--- config.mk ---
export PLATFORM = sky130hd
export DESIGN_NAME = vending_change_ctrl
export DESIGN_NICKNAME = d
export VERILOG_FILES = /design/src/rtl/vending_change_ctrl.sv
export SDC_FILE = /design/constraint.sdc
export NUM_CORES = 1
export LEC_CHECK = 0
export CAP_MARGIN = 20
export CELL_PAD_IN_SITES_DETAIL_PLACEMENT = 0
export CELL_PAD_IN_SITES_GLOBAL_PLACEMENT = 1
export CORE_AREA = 4 4 53 66
export CTS_CLUSTER_SIZE = 20
export DETAILED_ROUTE_END_ITERATION = 10
export DIE_AREA = 0 0 57 70
export DONT_BUFFER_PORTS = 1
export HOLD_SLACK_MARGIN = 0.1
export MAX_ROUTING_LAYER = met4
export PLACE_DENSITY = 0.93
export SLEW_MARGIN = 20
export SYNTH_ARGS = -nofsm -noshare
export SYNTH_HDL_FRONTEND = slang
export SYNTH_SLANG_ARGS = --single-unit
--- constraint.sdc ---
create_clock -name clk -period 5.6 [get_ports clk]
set_clock_uncertainty 0.1 [all_clocks]
set_input_delay 1.12 -clock clk [delete_from_list [all_inputs] [get_ports clk]]
set_output_delay 1.12 -clock clk [all_outputs]
set_load 0.05 [all_outputs]
--- src/rtl/vending_change_ctrl.sv ---
// Vending credit controller: accepts coins, strobes a vend at COST,
// then pays the remainder (or a cancelled credit) out one coin per handshake.
//
// Ports:
//   clk         in   rising-edge clock
//   rst         in   synchronous active-high reset
//   coin_valid  in   coin present this cycle
//   coin_type   in   0=nickel 1=dime 2=quarter 3=invalid
//   cancel      in   refund request
//   coin_reject out  coin this cycle not credited (combinational)
//   dispense    out  one-cycle vend strobe
//   chg_valid   out  change coin request to hopper
//   chg_type    out  change coin: 0=nickel 1=dime 2=quarter
//   chg_ready   in   hopper accepts chg_type this cycle
//   busy        out  high in any state other than COLLECT
//   total       out  current credit in cents (registered)
module vending_change_ctrl #(
    parameter int unsigned COST = 125
) (
    input  logic       clk,
    input  logic       rst,
    input  logic       coin_valid,
    input  logic [1:0] coin_type,
    input  logic       cancel,
    output logic       coin_reject,
    output logic       dispense,
    output logic       chg_valid,
    output logic [1:0] chg_type,
    input  logic       chg_ready,
    output logic       busy,
    output logic [7:0] total
);

    typedef enum logic [1:0] {
        S_INIT    = 2'd0,
        S_COLLECT = 2'd1,
        S_DISP    = 2'd2,
        S_CHANGE  = 2'd3
    } state_e;

    localparam logic [7:0] COST_W = 8'(COST);

    state_e     state_q, state_d;
    logic [7:0] total_q, total_d;

    logic [7:0] coin_val;
    logic [8:0] coin_sum;
    logic [7:0] chg_val;
    logic       coin_ok;

    always_comb begin
        coin_val = 8'd0;
        unique case (coin_type)
            2'd0:    coin_val = 8'd5;
            2'd1:    coin_val = 8'd10;
            2'd2:    coin_val = 8'd25;
            default: coin_val = 8'd0;
        endcase
    end

    // 9-bit sum so the COST comparison can never be fooled by a wrap.
    assign coin_sum = {1'b0, total_q} + {1'b0, coin_val};
    assign coin_ok  = coin_valid && (coin_type != 2'd3);

    // Largest coin that still fits in the remaining credit.
    always_comb begin
        chg_type = 2'd0;
        chg_val  = 8'd5;
        if (state_q == S_CHANGE) begin
            if (total_q >= 8'd25) begin
                chg_type = 2'd2;
                chg_val  = 8'd25;
            end else if (total_q >= 8'd10) begin
                chg_type = 2'd1;
                chg_val  = 8'd10;
            end
        end
    end

    always_ff @(posedge clk) begin
        if (rst) begin
            state_q <= S_INIT;
            total_q <= 8'd0;
        end else begin
            state_q <= state_d;
            total_q <= total_d;
        end
    end

    always_comb begin
        state_d = state_q;
        total_d = total_q;
        unique case (state_q)
            S_INIT: begin
                total_d = 8'd0;
                state_d = S_COLLECT;
            end
            S_COLLECT: begin
                // Cancel with credit wins over any same-cycle coin.
                if (cancel && (total_q != 8'd0)) begin
                    state_d = S_CHANGE;
                end else if (coin_ok) begin
                    total_d = coin_sum[7:0];
                    if (coin_sum >= {1'b0, COST_W})
                        state_d = S_DISP;
                end
            end
            S_DISP: begin
                total_d = total_q - COST_W;
                state_d = (total_q == COST_W) ? S_INIT : S_CHANGE;
            end
            S_CHANGE: begin
                if (chg_ready) begin
                    total_d = total_q - chg_val;
                    state_d = (total_q == chg_val) ? S_INIT : S_CHANGE;
                end
            end
            default: begin
                state_d = S_INIT;
                total_d = 8'd0;
            end
        endcase
    end

    always_comb begin
        busy      = (state_q != S_COLLECT);
        dispense  = (state_q == S_DISP);
        chg_valid = (state_q == S_CHANGE);
        total     = total_q;
    end

    assign coin_reject = coin_valid &&
        (rst || (state_q != S_COLLECT) || (coin_type == 2'd3) ||
         (cancel && (total_q != 8'd0)));

endmodule

# ---- After elaboration in Yosys (flattened, before gate mapping)
# Cells that the tools add are included.
# W data, S select, Z words.
dict set report word_totals {
  output_inout_bits 14
  input_bits 7
  reg_bits 10
}
dict set report op_classes {
  n_eq_ne 15
  muxes 18
  magnitude_cmp 3
  reduce_logical 11
  addsub 3
}
# operator count
set op_table {}
lappend op_table {{$pmux W8 S4} 1}
lappend op_table {{$mux W8} 3}
lappend op_table {{$mux W2} 8}
lappend op_table {{$pmux W5 S3} 1}
lappend op_table {{$mux W5} 2}
lappend op_table {{$add A8 B8 Y9} 1}
lappend op_table {{$ge A9 B7 Y1 const B} 1}
lappend op_table {{$eq A2 B2 Y1 const B} 4}
lappend op_table {{$eq A8 B7 Y1 const B} 1}
lappend op_table {{$eq A8 B8 Y1} 1}
lappend op_table {{$ge A8 B4 Y1 const B} 1}
lappend op_table {{$ge A8 B5 Y1 const B} 1}
lappend op_table {{$pmux W2 S4} 1}
lappend op_table {{$reduce_bool A8 Y1} 1}
lappend op_table {{$sub A8 B7 Y8 const B} 1}
lappend op_table {{$sub A8 B8 Y8} 1}
lappend op_table {{$ne A2 B2 Y1 const B} 3}
lappend op_table {{$ne A3 B3 Y1 const B} 2}
lappend op_table {{$reduce_and A3 Y1} 2}
lappend op_table {{$eq A2 B1 Y1 const B} 2}
lappend op_table {{$logic_not A2 Y1} 2}
lappend op_table {{$mux W4} 1}
lappend op_table {{$ne A2 B1 Y1 const B} 2}
lappend op_table {{$logic_and A1 B1 Y1} 3}
lappend op_table {{other kinds (2)} 4}

# ---- Longest topological paths before layout
# Gate-level depths: netlist of run 1.
dict set report depth {
  ltp_word 8
  mapped_depth 13
  depth_no_buf 13
}

# ---- Least setup slack after synthesis of run 1
# OpenSTA, ideal clock, no wires.
dict set report synth_path {
  path_type {reg2out}
  startpoint {reg total_q[1], in the netlist total[1]}
  endpoint {out chg_type[0]}
  arrival_ns 2.242
  stages_incl_launch_ff 7
  setup_slack_ns 2.138
  required_time_ns 4.380
  path_buffers 0
  cell_sequence {dfxtp_1 > inv_1 > ha_1 > or3b_1 > a31oi_1 > nand2_1 > inv_1}
}
dict set report synth_between {
  elab_chain_cells 4
  elab_cells_between_ends 5
}
# item line
set synth_lines {}
lappend synth_lines {{from (decl)} 44} ;# logic [7:0] total_q, total_d;
lappend synth_lines {{from (signal assigned)} 86} ;# total_q <= total_d;
lappend synth_lines {{$ge A8 B4 Y1} 73} ;# end else if (total_q >= 8'd10) begin
lappend synth_lines {{$mux W1} 73}
lappend synth_lines {{$mux W2 *} 70} ;# if (total_q >= 8'd25) begin
lappend synth_lines {{$mux W2 *} 69} ;# if (state_q == S_CHANGE) begin
lappend synth_lines {{to (decl)} 28} ;# output logic [1:0] chg_type,
# Mark *: on every way between the ends. The rest lies on a longest branch, timed or not.

# ---- Final worst setup path of run 1
# Ends and elaborated chain as after synthesis.

==> impl_metrics.xml, run 1 <==
<?xml version="1.0" encoding="UTF-8"?>
<metrics>
  <group name="clocking">
    <metric name="cts-htree-levels" unit="">1</metric>
    <metric name="cts.repair_timing.setup_buffer_count" unit="">0</metric>
    <metric name="clk_tree_root_cell" unit="">sky130_fd_sc_hd__clkbuf_4</metric>
    <metric name="cts_tree" unit="">done</metric>
    <metric name="resized_after_cts" unit="">0</metric>
    <metric name="clkTransAtPathRegs" unit="ps">80</metric>
    <metric name="insertion_delay" unit="ps">280</metric>
    <metric name="cts_hold_buf" unit="">0</metric>
    <metric name="cts.sinks" unit="">10</metric>
    <metric name="cts_buffer_depth" unit="">2</metric>
    <metric name="number_of_cts_inserted_buffers" unit="">3</metric>
  </group>
  <group name="power">
    <metric name="ir_worst_vdd" unit="uV">142.3</metric>
    <metric name="comb_power_share" unit="%">54.3</metric>
    <metric name="power_switching" unit="uW">275.4</metric>
    <metric name="share_seq_of_total_power" unit="%">32.8</metric>
    <metric name="report.power.total" unit="uW">516.8</metric>
    <metric name="p_sw_share" unit="%">53.29</metric>
    <metric name="power_frac_clock" unit="%">13.0</metric>
    <metric name="total_leakage_power" unit="uW">0.0005948</metric>
    <metric name="design_internal_power" unit="uW">241.4</metric>
    <metric name="cellPowerDensity" unit="mW/mm^2">357.3</metric>
  </group>
  <group name="timing">
    <metric name="unrepaired_setup_endpoints_after_global_routing" unit="">false</metric>
    <metric name="worst_relative_slew_slack" unit="%">32.78</metric>
    <metric name="worst-slew-pin-transition" unit="ps">1006</metric>
    <metric name="final-hold-violation-count" unit="">0</metric>
    <metric name="drv_slew" unit="">0</metric>
    <metric name="setup_viol" unit="">0</metric>
    <metric name="max_freq" unit="MHz">251.0</metric>
    <metric name="final.hold.worst_slack" unit="ps">685.8</metric>
    <metric name="postLayoutSetupSlackWorst" unit="ps">1616</metric>
    <metric name="setup_tns" unit="ps">0</metric>
    <metric name="final.period_utilization" unit="%">71.15</metric>
    <metric name="finalWorstPathRequiredPeriod" unit="ps">3984</metric>
  </group>
  <group name="synth">
    <metric name="postSynthRegisterBits" unit="">10</metric>
    <metric name="netlist_area" unit="mm^2">0.001391</metric>
    <metric name="proportion_of_netlist_area_held_by_the_largest_area_contributor" unit="%">16.19</metric>
    <metric name="seq_area_frac_synth" unit="%">14.39</metric>
    <metric name="netlist.top_cell.by_area" unit="">sky130_fd_sc_hd__ha_1</metric>
    <metric name="async_flop_share" unit="%">0</metric>
    <metric name="prevailing_post_synth_register_cell" unit="">sky130_fd_sc_hd__dfxtp_1</metric>
    <metric name="ys_warn_count" unit="">0</metric>
    <metric name="syn_avg_cell_area" unit="um^2">7.730</metric>
    <metric name="synth_nets" unit="">207</metric>
    <metric name="largest_cells_by_area_after_synthesis" unit="">sky130_fd_sc_hd__ha_1 (16%), sky130_fd_sc_hd__dfxtp_1 (14%), sky130_fd_sc_hd__xnor2_1 (5.7%)</metric>
    <metric name="synth_cell_type_count" unit="">52</metric>
    <metric name="synth_edf_count" unit="">0</metric>
    <metric name="synth_cells" unit="">180</metric>
  </group>
  <group name="critical_path">
    <metric name="crit_arrival" unit="ps">2760</metric>
    <metric name="worst-endpoint-required" unit="ps">4380</metric>
    <metric name="critPathTopFamily" unit="">flip-flops</metric>
    <metric name="crit_path_max_incr_delay" unit="ps">840</metric>
    <metric name="critPathMostFrequentCell" unit="">sky130_fd_sc_hd__inv_1</metric>
    <metric name="worstReg2RegEnd" unit="">total[4]</metric>
    <metric name="regToRegSetupSlack" unit="ps">1790</metric>
    <metric name="setup.worst_path.start_class" unit="">flip-flop</metric>
    <metric name="critical_path.max_fanout" unit="">9</metric>
    <metric name="critPathSlowestCell" unit="">sky130_fd_sc_hd__dfxtp_1</metric>
    <metric name="total_buffers_and_inverters_traversed_by_the_critical_path" unit="">2</metric>
    <metric name="reg2reg_from" unit="">total[1]</metric>
    <metric name="category_of_the_most_critical_setup_path" unit="">flip-flop to primary output</metric>
    <metric name="worstSetupEndpointType" unit="">primary output</metric>
    <metric name="rr_worst_depth" unit="">13</metric>
    <metric name="chain_of_cells_forming_the_critical_path" unit="">inv_1 -&gt; ha_1 -&gt; or3b_1 -&gt; a31oi_1 -&gt; nand2_1 -&gt; inv_1</metric>
  </group>
  <group name="placement">
    <metric name="hpwl" unit="um">2993</metric>
    <metric name="buffer_ports.inserted" unit="">0</metric>
    <metric name="placed_cells_incl_taps" unit="">209</metric>
    <metric name="place_worst_setup_slack" unit="ps">1784</metric>
    <metric name="place.gp.congestion" unit="">0.9605</metric>
  </group>
  <group name="floorplan">
    <metric name="floorplan.die.height" unit="um">70</metric>
    <metric name="die_area" unit="mm^2">0.003990</metric>
    <metric name="die_x" unit="um">57</metric>
    <metric name="num_io_pins" unit="">21</metric>
    <metric name="floorplan.initialDensity" unit="%">47.68</metric>
    <metric name="core_area" unit="mm^2">0.002918</metric>
    <metric name="core_rows" unit="">22</metric>
  </group>
  <group name="global_route">
    <metric name="first_global_vias" unit="">1355</metric>
    <metric name="global_route_wire_length_before_repair" unit="um">6458</metric>
    <metric name="overflow_left_after_global_routing" unit="">0</metric>
    <metric name="antenna_found_initial" unit="">0</metric>
    <metric name="all_layer_global_routing_usage" unit="%">20.45</metric>
    <metric name="maximum_number_of_pins_on_one_net_before_global_route_repair" unit="">18</metric>
  </group>
  <group name="route">
    <metric name="routed_wl_per_cell" unit="um">17.70</metric>
    <metric name="number_of_vias_per_cell_after_detailed_routing" unit="">6.394</metric>
    <metric name="drc_errors" unit="">0</metric>
    <metric name="drtPass1Iterations" unit="">4</metric>
    <metric name="total_number_of_vias" unit="">1362</metric>
    <metric name="finalWirelength" unit="um">3770</metric>
    <metric name="detail_route.iter0.violations" unit="">86</metric>
    <metric name="ant_nets" unit="">0</metric>
  </group>
  <group name="min_path">
    <metric name="worst_hold_path.num_cells" unit="">2</metric>
    <metric name="min-delay-path-class" unit="">flip-flop to flip-flop</metric>
    <metric name="worst_hold_endpoint" unit="">total[6]</metric>
    <metric name="launch_instance_of_the_worst_min_delay_path" unit="">state_q[1]</metric>
  </group>
  <group name="final_layout">
    <metric name="nets" unit="">205</metric>
    <metric name="area_delta_synth_final" unit="%">3.957</metric>
    <metric name="n_antenna_cell" unit="">0</metric>
    <metric name="final_cell_count_no_fill" unit="">213</metric>
    <metric name="layout-drive-gt1-share" unit="%">7.910</metric>
    <metric name="num-fill-cells" unit="">316</metric>
  </group>
  <group name="job">
    <metric name="max_cap_violations" unit="">0</metric>
  </group>
  <group name="outcome">
    <metric name="run_status" unit="">finished clean</metric>
  </group>
</metrics>
-- logic make-up after synthesis --
kind of cell               count (synthesis)  synth area share, %
and+or+nand+nor                           60                22.57
DFF                                       10                14.39
AOI/OAI and AO/OA                         57                29.77
adders and majority gates                 20                19.07
buffers and inverters                     20                5.665
xor gates and xnor gates                   9                5.666
muxes                                      4                2.878
-- power groups by stage --
stage	clock [uW]	sequential (uW)	combinational, uW
2_1_floorplan	0	146	241
3_3_place_gp	0	170	269
3_5_place_dp	0	170	276
4_1_cts	66.9	169	279
5_1_grt	70.2	173	313
6_report	67.0	169	281
-- area by class of cell --
| cell class | count | area, um^2 | share of cell area, % |
|---|---|---|---|
| Tap cell | 36 | 45.04 | 3.114 |
| Sequential cell | 10 | 200.2 | 13.84 |
| Timing Repair Buffer | 1 | 7.507 | 0.5190 |
| Inverter | 12 | 45.04 | 3.114 |
| Multi-Input combinational cell | 150 | 1112 | 76.90 |
| Clock buffer | 4 | 36.28 | 2.509 |
-- per-stage QoR --
stage	utilization [%]	cell area, um^2
2_1_floorplan	-	1391
3_3_place_gp	48.33	1410
3_5_place_dp	48.33	1410
4_1_cts	49.57	1446
5_1_grt	49.57	1446
6_report	49.57	1446
-- per-layer routing --
metal,up-vias,track usage [%],wire (um)
met5,-,-,0
met2,52,35.20,1948
met4,0,9.794,125
met3,14,3.327,212
li1,656,-,-
met1,640,22.44,1483
-- sequential cells by signal, indices dropped and copies added (netlist names) --
register	cells
state_q	2
total	8
-- cell usage in the layout, fill, tap and decap left out, types with 2 or more instances in the layout --
| cell | netlist | final |
|---|---|---|
| sky130_fd_sc_hd__o21a_1 | 3 | 3 |
| sky130_fd_sc_hd__and3_1 | 2 | 2 |
| sky130_fd_sc_hd__nand3_1 | 4 | 4 |
| sky130_fd_sc_hd__nor2_1 | 14 | 14 |
| sky130_fd_sc_hd__nand2_1 | 16 | 16 |
| sky130_fd_sc_hd__a21oi_1 | 7 | 7 |
| sky130_fd_sc_hd__o22ai_1 | 2 | 2 |
| sky130_fd_sc_hd__clkbuf_4 | 0 | 3 |
| sky130_fd_sc_hd__a31oi_1 | 2 | 2 |
| sky130_fd_sc_hd__fa_1 | 2 | 2 |
| sky130_fd_sc_hd__nand2b_1 | 3 | 3 |
| sky130_fd_sc_hd__ha_1 | 18 | 18 |
| sky130_fd_sc_hd__or3_1 | 2 | 2 |
| sky130_fd_sc_hd__o31ai_1 | 2 | 2 |
| sky130_fd_sc_hd__dfxtp_1 | 10 | 10 |
| sky130_fd_sc_hd__xnor2_1 | 9 | 9 |
| sky130_fd_sc_hd__a21o_1 | 5 | 5 |
| sky130_fd_sc_hd__a311oi_1 | 2 | 2 |
| sky130_fd_sc_hd__a22oi_1 | 6 | 6 |
| sky130_fd_sc_hd__o21ai_0 | 7 | 7 |
| sky130_fd_sc_hd__mux2i_1 | 4 | 4 |
| sky130_fd_sc_hd__inv_1 | 11 | 11 |
| sky130_fd_sc_hd__or4_1 | 2 | 2 |
| sky130_fd_sc_hd__o21ai_1 | 3 | 3 |
| sky130_fd_sc_hd__nor3_1 | 5 | 5 |
| sky130_fd_sc_hd__o211ai_1 | 2 | 2 |
| sky130_fd_sc_hd__a211oi_1 | 2 | 2 |
| sky130_fd_sc_hd__nor2b_1 | 4 | 4 |
-- cells in the mapped netlist, drive strengths merged (3+ instances only) --
cell type and number:
ha 18, nand2 16, nor2 14, inv 12, o21ai 11, dfxtp 10
xnor2 9, a21oi 7, a22oi 6, a21o 5, clkbuf 5, nor2b 5
nor3 5, mux2i 4, nand3 4, and3 3, buf 3, nand2b 3
o211ai 3, o21a 3
-- worst register-to-register path: stages, from the launching register on --
cell                       delay (ps)
sky130_fd_sc_hd__dfxtp_1          840
sky130_fd_sc_hd__inv_1            290
sky130_fd_sc_hd__ha_1             280
sky130_fd_sc_hd__or3b_1           340
sky130_fd_sc_hd__a31oi_1          240
sky130_fd_sc_hd__nand2_1          120
sky130_fd_sc_hd__inv_1            390
sky130_fd_sc_hd__fa_1             320
sky130_fd_sc_hd__nor2b_1           60
sky130_fd_sc_hd__o21a_1           170
sky130_fd_sc_hd__nor2_1           110
sky130_fd_sc_hd__xnor2_1          130
sky130_fd_sc_hd__o21ai_0          100
sky130_fd_sc_hd__a311oi_1         250
-- worst max-delay path by stage --
stage | from | depth (start not counted) | slack [ps] | end
floorplan | total[1] | 6 | 2140 | chg_type[0]
global placement | total[1] | 13 | 1920 | total[6]
detailed placement | total[1] | 13 | 1780 | total[4]
CTS | total[1] | 6 | 1600 | chg_type[0]
global route | total[1] | 6 | 1470 | chg_type[0]
finish | total[1] | 6 | 1620 | chg_type[0]
(Power assumes the default switching activity.)
==> inputs of run 2 (changes only) <==
--- a/config.mk
+++ b/config.mk
@@ -8,14 +8,14 @@
 export CAP_MARGIN = 20
 export CELL_PAD_IN_SITES_DETAIL_PLACEMENT = 0
 export CELL_PAD_IN_SITES_GLOBAL_PLACEMENT = 1
-export CORE_AREA = 4 4 53 66
+export CORE_AREA = 4 4 54 68
 export CTS_CLUSTER_SIZE = 20
 export DETAILED_ROUTE_END_ITERATION = 10
-export DIE_AREA = 0 0 57 70
+export DIE_AREA = 0 0 58 72
 export DONT_BUFFER_PORTS = 1
 export HOLD_SLACK_MARGIN = 0.1
 export MAX_ROUTING_LAYER = met4
-export PLACE_DENSITY = 0.93
+export PLACE_DENSITY = 0.89
 export SLEW_MARGIN = 20
 export SYNTH_ARGS = -nofsm -noshare
 export SYNTH_HDL_FRONTEND = slang
==> constraint.sdc (replaced) <==
create_clock -name clk -period 3.7 [get_ports clk]
set_clock_uncertainty 0.1 [all_clocks]
set_input_delay 0.74 -clock clk [delete_from_list [all_inputs] [get_ports clk]]
set_output_delay 0.74 -clock clk [all_outputs]
set_load 0.05 [all_outputs]
==> run 2 against run 1 <==
Against the previous run: combinational power is 100% higher; sequential share of layout area is 0.98 points lower; count of clock-buffer cells in the layout stayed put; highest routed layer unchanged.
==> impl_metrics.xml, run 2 (synthesized netlist as in run 1, its figures left out) <==
<?xml version="1.0" encoding="UTF-8"?>
<metrics>
  <group name="outcome">
    <metric name="run_status" unit="">finished clean</metric>
  </group>
  <group name="global_route">
    <metric name="overflow_left_after_global_routing" unit="">0</metric>
    <metric name="antenna_found_initial" unit="">0</metric>
    <metric name="global_route_wire_length_before_repair" unit="um">6755</metric>
    <metric name="first_global_vias" unit="">1445</metric>
    <metric name="maximum_number_of_pins_on_one_net_before_global_route_repair" unit="">18</metric>
    <metric name="all_layer_global_routing_usage" unit="%">21.10</metric>
  </group>
  <group name="power">
    <metric name="total_leakage_power" unit="uW">0.0006647</metric>
    <metric name="ir_worst_vdd" unit="uV">189.0</metric>
    <metric name="cellPowerDensity" unit="mW/mm^2">548.2</metric>
  </group>
  <group name="floorplan">
    <metric name="floorplan.die.height" unit="um">72</metric>
    <metric name="die_x" unit="um">58</metric>
    <metric name="core_rows" unit="">23</metric>
    <metric name="floorplan.initialDensity" unit="%">44.77</metric>
    <metric name="core_area" unit="mm^2">0.003108</metric>
    <metric name="num_io_pins" unit="">21</metric>
    <metric name="die_area" unit="mm^2">0.004176</metric>
  </group>
  <group name="timing">
    <metric name="final.hold.worst_slack" unit="ps">471.1</metric>
    <metric name="final.period_utilization" unit="%">91.15</metric>
    <metric name="finalWorstPathRequiredPeriod" unit="ps">3373</metric>
    <metric name="drv_slew" unit="">0</metric>
    <metric name="setup_viol" unit="">0</metric>
    <metric name="max_freq" unit="MHz">296.5</metric>
    <metric name="final-hold-violation-count" unit="">0</metric>
    <metric name="worst-slew-pin-transition" unit="ps">765.4</metric>
    <metric name="worst_relative_slew_slack" unit="%">48.97</metric>
    <metric name="setup_tns" unit="ps">0</metric>
    <metric name="unrepaired_setup_endpoints_after_global_routing" unit="">false</metric>
  </group>
  <group name="route">
    <metric name="total_number_of_vias" unit="">1399</metric>
    <metric name="finalWirelength" unit="um">3935</metric>
    <metric name="routed_wl_per_cell" unit="um">17.41</metric>
    <metric name="number_of_vias_per_cell_after_detailed_routing" unit="">6.190</metric>
    <metric name="detail_route.iter0.violations" unit="">78</metric>
    <metric name="drtPass1Iterations" unit="">5</metric>
    <metric name="drc_errors" unit="">0</metric>
    <metric name="ant_nets" unit="">0</metric>
  </group>
  <group name="min_path">
    <metric name="min-delay-path-class" unit="">flip-flop to flip-flop</metric>
    <metric name="worst_hold_path.num_cells" unit="">2</metric>
    <metric name="launch_instance_of_the_worst_min_delay_path" unit="">total[4]</metric>
    <metric name="worst_hold_endpoint" unit="">total[4]</metric>
  </group>
  <group name="final_layout">
    <metric name="area_delta_synth_final" unit="%">11.87</metric>
    <metric name="nets" unit="">217</metric>
    <metric name="largest_register_ffs" unit="">8</metric>
    <metric name="layout-drive-gt1-share" unit="%">13.76</metric>
    <metric name="layout.cells.most_common_list" unit="">sky130_fd_sc_hd__ha_1 (18), sky130_fd_sc_hd__nand2_1 (16), sky130_fd_sc_hd__nor2_1 (14)</metric>
    <metric name="num-fill-cells" unit="">311</metric>
    <metric name="n_antenna_cell" unit="">0</metric>
    <metric name="mostFrequentLayoutCell" unit="">sky130_fd_sc_hd__ha_1</metric>
  </group>
  <group name="placement">
    <metric name="hpwl" unit="um">3237</metric>
    <metric name="buffer_ports.inserted" unit="">0</metric>
    <metric name="place.gp.congestion" unit="">0.8906</metric>
  </group>
  <group name="clocking">
    <metric name="cts_buffer_depth" unit="">2</metric>
    <metric name="clk_tree_root_cell" unit="">sky130_fd_sc_hd__clkbuf_8</metric>
    <metric name="insertion_delay" unit="ps">230</metric>
    <metric name="cts-htree-levels" unit="">1</metric>
    <metric name="cts.repair_timing.setup_buffer_count" unit="">0</metric>
    <metric name="cts.sinks" unit="">10</metric>
    <metric name="resized_after_cts" unit="">0</metric>
    <metric name="clkTransAtPathRegs" unit="ps">50</metric>
    <metric name="cts_hold_buf" unit="">0</metric>
    <metric name="cts_tree" unit="">done</metric>
    <metric name="number_of_cts_inserted_buffers" unit="">3</metric>
  </group>
  <group name="job">
    <metric name="max_cap_violations" unit="">0</metric>
  </group>
  <group name="critical_path">
    <metric name="regToRegSetupSlack" unit="ps">330</metric>
    <metric name="crit_arrival" unit="ps">3380</metric>
    <metric name="rr_worst_depth" unit="">13</metric>
    <metric name="worst-endpoint-required" unit="ps">3710</metric>
    <metric name="reg2reg_from" unit="">total[1]</metric>
    <metric name="worstSetupEndpointType" unit="">flip-flop</metric>
    <metric name="category_of_the_most_critical_setup_path" unit="">flip-flop to flip-flop</metric>
    <metric name="worstReg2RegEnd" unit="">total[6]</metric>
    <metric name="critical_path.max_fanout" unit="">5</metric>
    <metric name="setup.worst_path.start_class" unit="">flip-flop</metric>
  </group>
</metrics>
-- run 2: changes by cell type in the layout (fill, tap and decap cells not counted) --
cell / delta
sky130_fd_sc_hd__clkbuf_4: -3
sky130_fd_sc_hd__clkbuf_8: +3
sky130_fd_sc_hd__buf_4: +12
-- run 2: final cells by class --
cell class | instances | area [um^2] | share of cell area, %
Inverter | 12 | 45.04 | 2.894
Timing Repair Buffer | 13 | 97.59 | 6.270
Clock buffer | 4 | 55.05 | 3.537
Multi-Input combinational cell | 150 | 1112 | 71.46
Sequential cell | 10 | 200.2 | 12.86
Tap cell | 37 | 46.29 | 2.974
-- run 2: critical path, stage by stage (launching register included) --
cell	delay [ps]
sky130_fd_sc_hd__dfxtp_1	310
sky130_fd_sc_hd__inv_1	160
sky130_fd_sc_hd__ha_1	290
sky130_fd_sc_hd__or3b_1	360
sky130_fd_sc_hd__a31oi_1	300
sky130_fd_sc_hd__nand2_1	150
sky130_fd_sc_hd__ha_1	240
sky130_fd_sc_hd__fa_1	420
sky130_fd_sc_hd__nor2b_1	140
sky130_fd_sc_hd__o21a_1	170
sky130_fd_sc_hd__o21ai_0	90
sky130_fd_sc_hd__a22oi_1	190
sky130_fd_sc_hd__mux2i_1	220
sky130_fd_sc_hd__o22ai_1	100
-- run 2: metal layers --
| metal | global-route usage, % | wire length [um] | vias to the layer above |
|---|---|---|---|
| met3 | 2.313 | 196 | 4 |
| met5 | - | 0 | - |
| li1 | - | - | 679 |
| met4 | 7.474 | 43 | 0 |
| met2 | 37.06 | 2110 | 44 |
| met1 | 24.51 | 1585 | 672 |
-- run 2: metrics by stage --
step | cell area, um^2 | utilization [%] | power (uW) | setup WS, ps | instances
2_1_floorplan | 1391 | - | 585.7 | 244.4 | 180
3_3_place_gp | 1501 | 48.31 | 700.4 | 463.5 | 222
3_5_place_dp | 1501 | 48.31 | 712.8 | 349.2 | 222
4_1_cts | 1556 | 50.08 | 852.5 | 324.8 | 226
5_1_grt | 1556 | 50.08 | 917.5 | 32.53 | 226
6_report | 1556 | 50.08 | 853.3 | 327.4 | 226
-- run 2: worst max-delay path by stage --
stage,from,endpoint,slack (ps)
after floorplan,total[1],total[4],240
after global placement,total[1],total[6],460
after detailed placement,total[1],total[6],350
after CTS,total[1],total[6],320
after global routing,total[1],total[6],30
final,total[1],total[6],330
-- run 2: power by group --
group | internal (uW) | switching (uW) | total (uW)
combinational | 205 | 362 | 567
sequential | 129 | 20.6 | 150
clock | 93.5 | 42.8 | 136
total | 428 | 425 | 853
==> inputs of run 3 (changes only) <==
--- a/config.mk
+++ b/config.mk
@@ -5,7 +5,7 @@
 export SDC_FILE = /design/constraint.sdc
 export NUM_CORES = 1
 export LEC_CHECK = 0
-export CAP_MARGIN = 20
+export CAP_MARGIN = 10
 export CELL_PAD_IN_SITES_DETAIL_PLACEMENT = 0
 export CELL_PAD_IN_SITES_GLOBAL_PLACEMENT = 1
 export CORE_AREA = 4 4 54 68
==> results of run 3 <==
Final layout, timing and power as in run 2 (identical DEF).
